## src/rtl/bus_wait_injector_pkg.sv

```systemverilog
// Shared types and constants for the bus wait-state injector.
package bus_wait_pkg;

    // Per-channel transaction state.
    typedef enum logic [1:0] {
        IDLE = 2'd0,
        WAIT = 2'd1,
        DONE = 2'd2
    } state_t;

    localparam int MODE_FIXED  = 0;
    localparam int MODE_RANDOM = 1;

    // Galois toggle mask for x^16+x^14+x^13+x^11+1, right-shifting form.
    localparam logic [15:0] LFSR_POLY = 16'hB400;

    function automatic logic [15:0] lfsr_next(input logic [15:0] v);
        return {1'b0, v[15:1]} ^ (v[0] ? LFSR_POLY : 16'h0000);
    endfunction

endpackage

```

## src/rtl/bus_wait_injector_if.sv

```systemverilog
// Master-side and memory-side bus bundle for all channels of the injector.
interface bus_wait_injector_if #(
    parameter int NUM_CH = 2,
    parameter int ADDR_W = 32,
    parameter int DATA_W = 32
);
    // CPU master side
    logic [NUM_CH-1:0][ADDR_W-1:0]   m_address;
    logic [NUM_CH-1:0]               m_read;
    logic [NUM_CH-1:0]               m_write;
    logic [NUM_CH-1:0][DATA_W/8-1:0] m_byteenable;
    logic [NUM_CH-1:0][DATA_W-1:0]   m_wrdata;
    logic [NUM_CH-1:0][DATA_W-1:0]   m_rddata;
    logic [NUM_CH-1:0]               m_stall;
    // memory side
    logic [NUM_CH-1:0][ADDR_W-1:0]   s_address;
    logic [NUM_CH-1:0][DATA_W/8-1:0] s_byteenable;
    logic [NUM_CH-1:0][DATA_W-1:0]   s_wrdata;
    logic [NUM_CH-1:0]               s_read;
    logic [NUM_CH-1:0]               s_write;
    logic [NUM_CH-1:0][DATA_W-1:0]   s_rddata;

    // The injector: takes master requests, answers them, drives memory.
    modport slave (
        input  m_address, m_read, m_write, m_byteenable, m_wrdata, s_rddata,
        output m_rddata, m_stall, s_address, s_byteenable, s_wrdata, s_read, s_write
    );

    // The surroundings: CPU master ports plus the zero-latency memory.
    modport master (
        output m_address, m_read, m_write, m_byteenable, m_wrdata, s_rddata,
        input  m_rddata, m_stall, s_address, s_byteenable, s_wrdata, s_read, s_write
    );
endinterface

```

## src/rtl/bus_wait_injector_channel.sv

```systemverilog
// One injector channel: IDLE/WAIT/DONE sequencer, request latches,
// protocol checks and completed-transaction counter.
module bus_wait_channel
    import bus_wait_pkg::*;
#(
    parameter int ADDR_W = 32,
    parameter int DATA_W = 32,
    parameter int WAIT_W = 4
) (
    input  logic                  clk,
    input  logic                  rst,
    input  logic [WAIT_W-1:0]     wait_eff,
    input  logic [ADDR_W-1:0]     address,
    input  logic                  read,
    input  logic                  write,
    input  logic [DATA_W/8-1:0]   byteenable,
    input  logic [DATA_W-1:0]     wrdata,
    output logic [DATA_W-1:0]     rddata,
    output logic                  stall,
    output logic [ADDR_W-1:0]     mem_address,
    output logic [DATA_W/8-1:0]   mem_byteenable,
    output logic [DATA_W-1:0]     mem_wrdata,
    output logic                  mem_read,
    output logic                  mem_write,
    input  logic [DATA_W-1:0]     mem_rddata,
    output logic                  err_premature,
    output logic                  err_changed,
    output logic                  err_rw,
    output logic [31:0]           txn_count
);

    state_t                state;
    logic [WAIT_W-1:0]     cnt;
    logic [ADDR_W-1:0]     addr_q;
    logic [DATA_W/8-1:0]   be_q;
    logic [DATA_W-1:0]     data_q;
    logic                  is_wr_q;
    logic                  req;
    logic                  changed;
    logic                  in_idle;
    logic                  access;

    assign req     = read | write;
    assign in_idle = (state == IDLE);
    assign changed = (address != addr_q) || (byteenable != be_q) || (wrdata != data_q);
    assign stall   = req & (state != DONE);

    // A zero-wait access happens in the accepting IDLE cycle, so the memory
    // side shows the live request there and the latched copy afterwards.
    assign mem_address    = in_idle ? address    : addr_q;
    assign mem_byteenable = in_idle ? byteenable : be_q;
    assign mem_wrdata     = in_idle ? wrdata     : data_q;
    assign mem_read       = access & (in_idle ? read : ~is_wr_q);
    assign mem_write      = access & (in_idle ? (write & ~read) : is_wr_q);

    // Decide whether this cycle is the memory access cycle; reset kills it.
    always_comb begin
        access = 1'b0;
        if (!rst) begin
            if (state == IDLE)      access = req && (wait_eff == '0);
            else if (state == WAIT) access = req && (cnt == '0);
        end
    end

    // Transaction sequencer with latches, read-data capture, checks and counter.
    always_ff @(posedge clk) begin
        if (rst) begin
            state         <= IDLE;
            cnt           <= '0;
            addr_q        <= '0;
            be_q          <= '0;
            data_q        <= '0;
            is_wr_q       <= 1'b0;
            rddata        <= '0;
            err_premature <= 1'b0;
            err_changed   <= 1'b0;
            err_rw        <= 1'b0;
            txn_count     <= '0;
        end else begin
            case (state)
                IDLE: begin
                    if (req) begin
                        addr_q  <= address;
                        be_q    <= byteenable;
                        data_q  <= wrdata;
                        // read wins when both strobes are up
                        is_wr_q <= write & ~read;
                        if (read && write) err_rw <= 1'b1;
                        if (wait_eff == '0) begin
                            if (read) rddata <= mem_rddata;
                            state <= DONE;
                        end else begin
                            cnt   <= wait_eff - WAIT_W'(1);
                            state <= WAIT;
                        end
                    end
                end
                WAIT: begin
                    if (!req) begin
                        err_premature <= 1'b1;
                        state         <= IDLE;
                    end else begin
                        if (changed) err_changed <= 1'b1;
                        if (cnt == '0) begin
                            if (!is_wr_q) rddata <= mem_rddata;
                            state <= DONE;
                        end else begin
                            cnt <= cnt - WAIT_W'(1);
                        end
                    end
                end
                DONE: begin
                    txn_count <= txn_count + 32'd1;
                    state     <= IDLE;
                end
                default: state <= IDLE;
            endcase
        end
    end

`ifdef SIMULATION
    // Report protocol violations as they are detected.
    always @(posedge clk) begin
        if (!rst && state == IDLE && read && write)
            $display("%m: read and write asserted together");
        if (!rst && state == WAIT && !req)
            $display("%m: request dropped while stalled");
        else if (!rst && state == WAIT && changed)
            $display("%m: request changed while stalled");
    end
`endif

endmodule

```

## src/rtl/bus_wait_injector.sv

```systemverilog
// Multi-channel wait-state injector: shared LFSR, per-channel wait clamp
// and randomisation, NUM_CH independent channel sequencers.
module bus_wait_injector
    import bus_wait_pkg::*;
#(
    parameter int          NUM_CH    = 2,
    parameter int          ADDR_W    = 32,
    parameter int          DATA_W    = 32,
    parameter int          MAX_WAIT  = 15,
    parameter int          MODE      = 0,
    parameter logic [15:0] LFSR_SEED = 16'hACE1,
    localparam int         WAIT_W    = $clog2(MAX_WAIT + 1)
) (
    input  logic                           clk,
    input  logic                           rst,
    input  logic [NUM_CH-1:0][WAIT_W-1:0]  cfg_wait,
    bus_wait_injector_if.slave             bus,
    output logic [NUM_CH-1:0]              err_premature,
    output logic [NUM_CH-1:0]              err_changed,
    output logic [NUM_CH-1:0]              err_rw,
    output logic                           err_any,
    output logic [NUM_CH-1:0][31:0]        txn_count
);

    logic [15:0] lfsr;

    // Shared wait randomiser, advancing every non-reset cycle.
    always_ff @(posedge clk) begin
        if (rst) lfsr <= LFSR_SEED;
        else     lfsr <= lfsr_next(lfsr);
    end

    for (genvar c = 0; c < NUM_CH; c++) begin : g_ch
        logic [WAIT_W-1:0] clamp;
        logic [WAIT_W-1:0] w_eff;
        logic [7:0]        mix;

        // Clamp the configured wait and, in random mode, fold the LFSR
        // (salted per channel) into 0..clamp.
        always_comb begin
            clamp = (cfg_wait[c] > WAIT_W'(MAX_WAIT)) ? WAIT_W'(MAX_WAIT) : cfg_wait[c];
            mix   = lfsr[7:0] ^ 8'(c);
            if (MODE == MODE_RANDOM) w_eff = WAIT_W'(32'(mix) % (32'(clamp) + 32'd1));
            else                     w_eff = clamp;
        end

        bus_wait_channel #(
            .ADDR_W (ADDR_W),
            .DATA_W (DATA_W),
            .WAIT_W (WAIT_W)
        ) u_ch (
            .clk            (clk),
            .rst            (rst),
            .wait_eff       (w_eff),
            .address        (bus.m_address[c]),
            .read           (bus.m_read[c]),
            .write          (bus.m_write[c]),
            .byteenable     (bus.m_byteenable[c]),
            .wrdata         (bus.m_wrdata[c]),
            .rddata         (bus.m_rddata[c]),
            .stall          (bus.m_stall[c]),
            .mem_address    (bus.s_address[c]),
            .mem_byteenable (bus.s_byteenable[c]),
            .mem_wrdata     (bus.s_wrdata[c]),
            .mem_read       (bus.s_read[c]),
            .mem_write      (bus.s_write[c]),
            .mem_rddata     (bus.s_rddata[c]),
            .err_premature  (err_premature[c]),
            .err_changed    (err_changed[c]),
            .err_rw         (err_rw[c]),
            .txn_count      (txn_count[c])
        );
    end

    assign err_any = |{err_premature, err_changed, err_rw};

endmodule
```

## src/flat_wrapper.sv

```systemverilog
// flat-port wrapper written by rule: the top's interface ports become plain ports
module bus_wait_injector_flat import bus_wait_pkg::*;
#(
    parameter int          NUM_CH    = 2,
    parameter int          ADDR_W    = 32,
    parameter int          DATA_W    = 32,
    parameter int          MAX_WAIT  = 15,
    parameter int          MODE      = 0,
    parameter logic [15:0] LFSR_SEED = 16'hACE1,
    localparam int         WAIT_W    = $clog2(MAX_WAIT + 1)
)
  (clk, rst, cfg_wait, err_premature, err_changed, err_rw, err_any, txn_count, bus_m_address, bus_m_read, bus_m_write, bus_m_byteenable, bus_m_wrdata, bus_s_rddata, bus_m_rddata, bus_m_stall, bus_s_address, bus_s_byteenable, bus_s_wrdata, bus_s_read, bus_s_write);
  bus_wait_injector_if #(.NUM_CH(NUM_CH), .ADDR_W(ADDR_W), .DATA_W(DATA_W)) bus_i ();
  input  logic clk;
  input  logic rst;
  input  logic [NUM_CH-1:0][WAIT_W-1:0] cfg_wait;
  output logic [NUM_CH-1:0] err_premature;
  output logic [NUM_CH-1:0] err_changed;
  output logic [NUM_CH-1:0] err_rw;
  output logic err_any;
  output logic [NUM_CH-1:0][31:0] txn_count;
  input wire logic [$bits(bus_i.m_address)-1:0] bus_m_address;
  input wire logic [$bits(bus_i.m_read)-1:0] bus_m_read;
  input wire logic [$bits(bus_i.m_write)-1:0] bus_m_write;
  input wire logic [$bits(bus_i.m_byteenable)-1:0] bus_m_byteenable;
  input wire logic [$bits(bus_i.m_wrdata)-1:0] bus_m_wrdata;
  input wire logic [$bits(bus_i.s_rddata)-1:0] bus_s_rddata;
  output wire logic [$bits(bus_i.m_rddata)-1:0] bus_m_rddata;
  output wire logic [$bits(bus_i.m_stall)-1:0] bus_m_stall;
  output wire logic [$bits(bus_i.s_address)-1:0] bus_s_address;
  output wire logic [$bits(bus_i.s_byteenable)-1:0] bus_s_byteenable;
  output wire logic [$bits(bus_i.s_wrdata)-1:0] bus_s_wrdata;
  output wire logic [$bits(bus_i.s_read)-1:0] bus_s_read;
  output wire logic [$bits(bus_i.s_write)-1:0] bus_s_write;
  assign bus_i.m_address = bus_m_address;
  assign bus_i.m_read = bus_m_read;
  assign bus_i.m_write = bus_m_write;
  assign bus_i.m_byteenable = bus_m_byteenable;
  assign bus_i.m_wrdata = bus_m_wrdata;
  assign bus_i.s_rddata = bus_s_rddata;
  assign bus_m_rddata = bus_i.m_rddata;
  assign bus_m_stall = bus_i.m_stall;
  assign bus_s_address = bus_i.s_address;
  assign bus_s_byteenable = bus_i.s_byteenable;
  assign bus_s_wrdata = bus_i.s_wrdata;
  assign bus_s_read = bus_i.s_read;
  assign bus_s_write = bus_i.s_write;
  bus_wait_injector #(.NUM_CH(NUM_CH), .ADDR_W(ADDR_W), .DATA_W(DATA_W), .MAX_WAIT(MAX_WAIT), .MODE(MODE), .LFSR_SEED(LFSR_SEED)) u_core (.clk(clk), .rst(rst), .cfg_wait(cfg_wait), .bus(bus_i), .err_premature(err_premature), .err_changed(err_changed), .err_rw(err_rw), .err_any(err_any), .txn_count(txn_count));
endmodule
```

## config.mk

```make
export PLATFORM = sky130hd
export DESIGN_NAME = bus_wait_injector_flat
export DESIGN_NICKNAME = d
export VERILOG_FILES = /design/src/rtl/bus_wait_injector_pkg.sv /design/src/rtl/bus_wait_injector_if.sv /design/src/rtl/bus_wait_injector_channel.sv /design/src/rtl/bus_wait_injector.sv /design/src/flat_wrapper.sv
export SDC_FILE = /design/constraint.sdc
export NUM_CORES = 1
export LEC_CHECK = 0
export BUFFER_PORTS_ARGS = -buffer_cell sky130_fd_sc_hd__buf_2
export CORE_ASPECT_RATIO = 0.5
export CORE_MARGIN = 1.5
export CORE_UTILIZATION = 46
export DETAILED_ROUTE_END_ITERATION = 16
export PLACE_DENSITY_LB_ADDON = 0.3
export SETUP_SLACK_MARGIN = 0.05
export SLEW_MARGIN = 40
export SYNTH_ARGS = -nofsm -noshare
export SYNTH_HDL_FRONTEND = slang
export SYNTH_SLANG_ARGS = --single-unit
```

## constraint.sdc

```tcl
create_clock -name clk -period 2.49 [get_ports clk]
set_input_delay 0 -clock clk [delete_from_list [all_inputs] [get_ports clk]]
set_output_delay 0 -clock clk [all_outputs]
set_load 0.05 [all_outputs]
```

* Word level (Yosys, flattened, before mapping)
Index checks and enable logic that the tools add are counted.
Storage, ports and cells: bits in registers 284
Cells by class: bitwise gates (word level) 16, $lt $le $gt $ge 2, reduce and logical (&&, ||, !) cells 33, multiplexer cells 52, $add $sub $neg 6, equal/unequal tests 30
Operators with widths (number):
- $mux 32 | 16
- $ne 32x32->1 | 4
- $pmux 32 s2 | 2
- $add 32x1->32 const B | 2
- $mux 4 | 12
- $ne 2x2->1 const B | 14
- $logic_not 4->1 | 4
- $mux 2 | 8
- $pmux 4 s2 | 2
- $sub 4x1->4 const B | 4
- $reduce_and 7->1 | 2
- $reduce_and 2->1 | 6
- $reduce_and 3->1 | 4
- $mux 1 | 10
- $reduce_and 5->1 | 2
- $and 1x1->1 | 8
- $gt 4x4->1 const B | 2
- $ne 2x1->1 const B | 4
- $ne 4x4->1 | 2
- $pmux 2 s2 | 2
- $logic_and 1x1->1 | 6
- $ne 3x2->1 const B | 2
- $not 1->1 | 6
- $reduce_or 6->1 | 1
- 6 further kinds | 14

* Logic depth before layout (Yosys ltp)
depth after elaboration 7, gate-level depth with buffers 8, mapped depth without buffers 6

* Modules after synthesis
From an unflattened synthesis, not the netlist that was laid out.
Second synthesis, totals: cells, all modules 1639, area total of the unflattened synthesis 14243.7 µm²
Modules (own cells, without submodules):
- bus_wait_channel (u_core.g_ch[1].u_ch) | instances 1, sequential area each 2842.7 µm², area an instance 7146.9 µm², cells each 820
- bus_wait_channel (u_core.g_ch[0].u_ch) | instances 1, sequential area each 2842.7 µm², area an instance 7083.0 µm², cells each 816
- bus_wait_injector | instances 1, sequential area each 0.0 µm², area an instance 13.8 µm², cells each 3

* Least setup slack after synthesis
OpenSTA, ideal clock, no wires.
path kind register -> register, start register u_core.g_ch[1].u_ch.txn_count[3], end register u_core.g_ch[1].u_ch.txn_count[31], data required time 2.420 ns, library setup time 0.070 ns, stages on the path, launching flop included 6, arrival 2.222 ns, setup slack 0.198 ns, path buffers 0, path through dfxtp_1 > and4_4 > nand3_4 > or4_4 > or3_1 > a21oi_1
On the way: cells in the longest elaborated chain, start to end 1
RTL lines:
- start, declared | RTL line bus_wait_injector_channel.sv:29 | output logic [31:0] txn_count
- start signal, assigned | RTL line bus_wait_injector_channel.sv:113 | txn_count <= txn_count + 32'd1;
- $add 32x1->32 | RTL line bus_wait_injector_channel.sv:113
No other way between the ends. A chain may end at the register's enable or synchronous reset.

* Final worst setup path
start register u_core.g_ch[0].u_ch.state[1], end register u_core.g_ch[0].u_ch.cnt[3]
On the way: cells in the longest elaborated chain, start to end 3, elaborated cells between the ends (all ways) 9, classes of those cells eq/ne: 5; mux: 1; reduce/logical: 3
RTL lines:
- start, declared | RTL line bus_wait_injector_channel.sv:32 | state_t state;
- start signal, assigned | RTL line bus_wait_injector_channel.sv:68 | state <= IDLE;
- start signal, assigned | RTL line bus_wait_injector_channel.sv:91 | state <= DONE;
- start signal, assigned | RTL line bus_wait_injector_channel.sv:94 | state <= WAIT;
- $eq 2x1->1 or $logic_not 2->1 (tied branches) | RTL line bus_wait_injector_channel.sv:80 | case (state)
- $ne 2x2->1 (no source line) or $reduce_bool 2->1 (tied branches)
- $reduce_and 5->1 (no source line)
- end signal, assigned | RTL line bus_wait_injector_channel.sv:93 | cnt <= wait_eff - WAIT_W'(1);
- end signal, assigned | RTL line bus_wait_injector_channel.sv:108 | cnt <= cnt - WAIT_W'(1);
- end, declared | RTL line bus_wait_injector_channel.sv:33 | logic [WAIT_W-1:0] cnt;
Several ways; a longest one is shown, not always the timed one.

==> run_results.csv <==
group,metric,value,unit
worst_setup_path,r2r_cells,6,
yosys,netlist_instances,1662,
power_and_ir_drop,pwr-share-clk,31.1,%
clocking,cts_buffers,27,
yosys,yosysTopAreaCellShare,40.8,%
floorplanning,die_w,249,um
floorplanning,coreArea,29400,sq um
worst_hold_path,hp-start,"bus_s_rddata[49]",
route,wirelength,49.6,mm
floorplanning,die_h,126,um
worst_setup_path,crit_fanout,14,
power_and_ir_drop,p_int,9.28,mW
sta,hold_viol_final,0,
yosys,yosys_warnings,0,
yosys,synth_edf_count,0,
worst_setup_path,crit_type,"flip-flop to flip-flop",
grt,overflow,0,
worst_setup_path,r2r_slack,0.07,ns
yosys,syn-cell-area,13900,sq um
yosys,synth_largest_area_cell,"dfxtp_1",
power_and_ir_drop,p_per_area,723,nW/um^2
sta,relSlewSlack,53.3,%
clocking,cts_tree,"yes",
yosys,synthMostInstantiatedCell,"nand2_1",
grt,grt_pass1_wl,75.5,mm
yosys,synth.top_cells.by_area,"dfxtp_1, mux2_2, nand2_1",
floorplanning,die-area,31400,sq um
grt,grt_pass1_vias,14400,
route,ant_nets,0,
yosys,yosys.cell_types.count,55,
layout,post_route_cells_drive_above_1_share,30.9,%
power_and_ir_drop,seqPwrFrac,35.2,%
route,vias,14700,
sta,fin_crit,2.42,ns
power_and_ir_drop,pwr-share-comb,33.6,%
worst_setup_path,worstPathRequired,2.92,ns
sta,rsz0062_at_grt,"yes",
sta,fin_skew,0.0142,ns
yosys,syn_avg_cell_area,8.39,sq um
grt,grt_max_degree,94,
yosys,synth_top_cells_by_count,"nand2_1, dfxtp_1, a21oi_1, mux2_2, nor2_1",
worst_setup_path,cp.arrival,2.85,ns
placed_design,dp_hpwl,30.3,mm
clocking,cts.sinks,284,
floorplanning,placementRows,44,
sta,slew_viol_final,0,
sta,tightestPinTransition,0.694,ns
route,routed_via_density,5.32,
yosys,synth.net_count,1880,
layout,layout.nets,2568,
yosys,asyncSetResetFlopFracSynth,0,%
worst_setup_path,crit_path_end_kind,"flip-flop",
grt,grt.total_usage,29.5,%
sta,clock.fmax,413,MHz
flow_run,cap_viol_max_count,0,
worst_hold_path,hold_path_class,"input port to flip-flop",
layout,syn_to_final_growth,46.0,%
floorplanning,io_pins,491,
power_and_ir_drop,peakVddDrop,0.494,mV
sta,finalSetupViolations,0,
route,drc,0,
placed_design,port_buffers,490,
worst_setup_path,r2r-start,"u_core.g_ch[0].u_ch.state[1]",
route,wl_per_cell,17.9,um
placed_design,globalplace.congestion,0.860,
clocking,htreeDepth,1,
clocking,clk_path_buf_depth,3,
route,drt_iter0_drc,1113,
worst_setup_path,worstSetupStartpointType,"flip-flop",
yosys,synth_seq_area_share,40.8,%
power_and_ir_drop,switchingPower,5.44,mW
power_and_ir_drop,p_total,14.7,mW
layout,finalCoreUtilization,69.3,%
yosys,ys.flop_type,"dfxtp_1",
route,drtPass1Iterations,5,
sta,hold_ws,0.244,ns
clocking,clock_latency,0.56,ns
power_and_ir_drop,p_leak,9.03,nW
power_and_ir_drop,swShare,37.0,%
clocking,cts_root_buf,"clkbuf_16",
sta,period_share,97.1,%
clocking,clkTransAtPathRegs,0.07,ns
status,status,"finished clean",
yosys,synth-seq-cells,284,
worst_hold_path,worstHoldEndpoint,"u_core.g_ch[1].u_ch.rddata[17]",
worst_hold_path,hold_depth,4,
floorplanning,initial_core_util,47.5,%
grt,antenna_found_initial,3,
worst_setup_path,r2r-end,"u_core.g_ch[0].u_ch.cnt[3]",
==> layer usage <==
layer  wire (um)  up-vias  part of all wire, %  track usage (%)
li1            -     7004                    -                -
met1       19500     6920                   39             33.9
met2       24400      610                   49             52.3
met3        3030      193                  6.1             6.14
met4        2650        0                  5.4             14.9
met5           0        -                    0                0
==> cell families (layout without fill, tap and decap cells) <==
kind of cell	Yosys count	count (layout)	synth area share, %
adder cells (fa/ha/maj)	4	4	0.359
AO/OA/AOI/OAI	237	237	9.01
flip-flops	284	284	40.8
AND/OR/NAND/NOR	655	656	21.0
other	0	4	0
XOR/XNOR	181	181	11.4
multiplexers	173	173	13.6
buffers and inverters	128	836	3.89
==> worst max-delay path, cell delays in order (launching register included) <==
cell and delay (ns):
dfxtp_1 0.72, nand2b_1 0.30, mux2i_1 0.31, a21oi_1 0.12, a22oi_1 0.19, nor2_1 0.06, dlygate4sd3_1 0.59
==> final cells by class <==
class | instances | area, sq um
fillers | 2193 | 9030
well taps | 391 | 489
repair buffers | 767 | 5310
clock buffers | 43 | 866
diodes | 4 | 10.0
multi-input cells | 1251 | 7820
flip-flops and latches | 284 | 5690
inverters | 19 | 71.3
clock inverters | 7 | 116
==> worst max-delay path by stage <==
stage / from / cells past startpoint / to / slack [ns]
2_1_floorplan: u_core.g_ch[1].u_ch.txn_count[3] / 5 / u_core.g_ch[1].u_ch.txn_count[31] / 0.20
3_5_place_dp: u_core.g_ch[0].u_ch.addr_q[20] / 5 / u_core.g_ch[0].u_ch.err_changed / 0.41
3_3_place_gp: u_core.g_ch[0].u_ch.addr_q[20] / 5 / u_core.g_ch[0].u_ch.err_changed / 0.46
5_1_grt: u_core.g_ch[0].u_ch.state[1] / 6 / u_core.g_ch[0].u_ch.cnt[3] / -0.04
4_1_cts: u_core.g_ch[0].u_ch.cnt[3] / 7 / u_core.g_ch[0].u_ch.rddata[23] / 0.11
6_report: u_core.g_ch[0].u_ch.state[1] / 6 / u_core.g_ch[0].u_ch.cnt[3] / 0.07
==> power groups by stage <==
stage / sequential (mW) / combinational (mW) / clock (mW)
6_report: 5.19 / 4.95 / 4.58
5_1_grt: 5.22 / 5.20 / 4.83
4_1_cts: 5.15 / 4.80 / 4.62
3_5_place_dp: 5.25 / 4.45 / 0
3_3_place_gp: 5.24 / 4.41 / 0
2_1_floorplan: 5.45 / 3.05 / 0
==> flip-flops by register name, indices dropped and copies added (netlist names), 4 cells and up <==
signal	cells
u_core.g_ch.u_ch.addr_q	64
u_core.g_ch.u_ch.txn_count	64
u_core.g_ch.u_ch.cnt	8
u_core.g_ch.u_ch.data_q	64
u_core.g_ch.u_ch.rddata	64
u_core.g_ch.u_ch.state	4
u_core.g_ch.u_ch.be_q	8
==> metrics by stage <==
stage | cell area, sq um | worst slack (ns) | TNS [ns] | cells
after global routing | 20400 | -0.0420 | -0.0531 | 2765
after floorplan | 13900 | 0.198 | 0 | 1662
after CTS | 20200 | 0.105 | 0 | 2756
after global placement | 16800 | 0.462 | 0 | 2459
after detailed placement | 16800 | 0.408 | 0 | 2460
final | 20400 | 0.0716 | 0 | 2766
==> repair_timing <==
action	in CTS	in global routing
gates resized for setup	0	9
pin swaps	1	2
buffers inserted	0	4
hold buffers	245	0
gates cloned	1	2
hold endpoints to repair	242	0
setup endpoints to repair	60	27
==> cell usage in the layout (no fill, tap or decap), types with 16 or more instances in the layout <==
cell type      count
dfxtp_1          281
mux2i_1           36
buf_2            488
buf_4             21
dlygate4sd3_1    245
nor4_1            33
o21ai_0           18
nand3_1           16
nand4_1           33
nor2_1           114
inv_1             19
clkbuf_16         29
a21oi_1          191
nand2_1          368
mux2_2           134
nor3_1            16
xor2_1           102
xnor2_1           79
(Power assumes the default switching activity.)
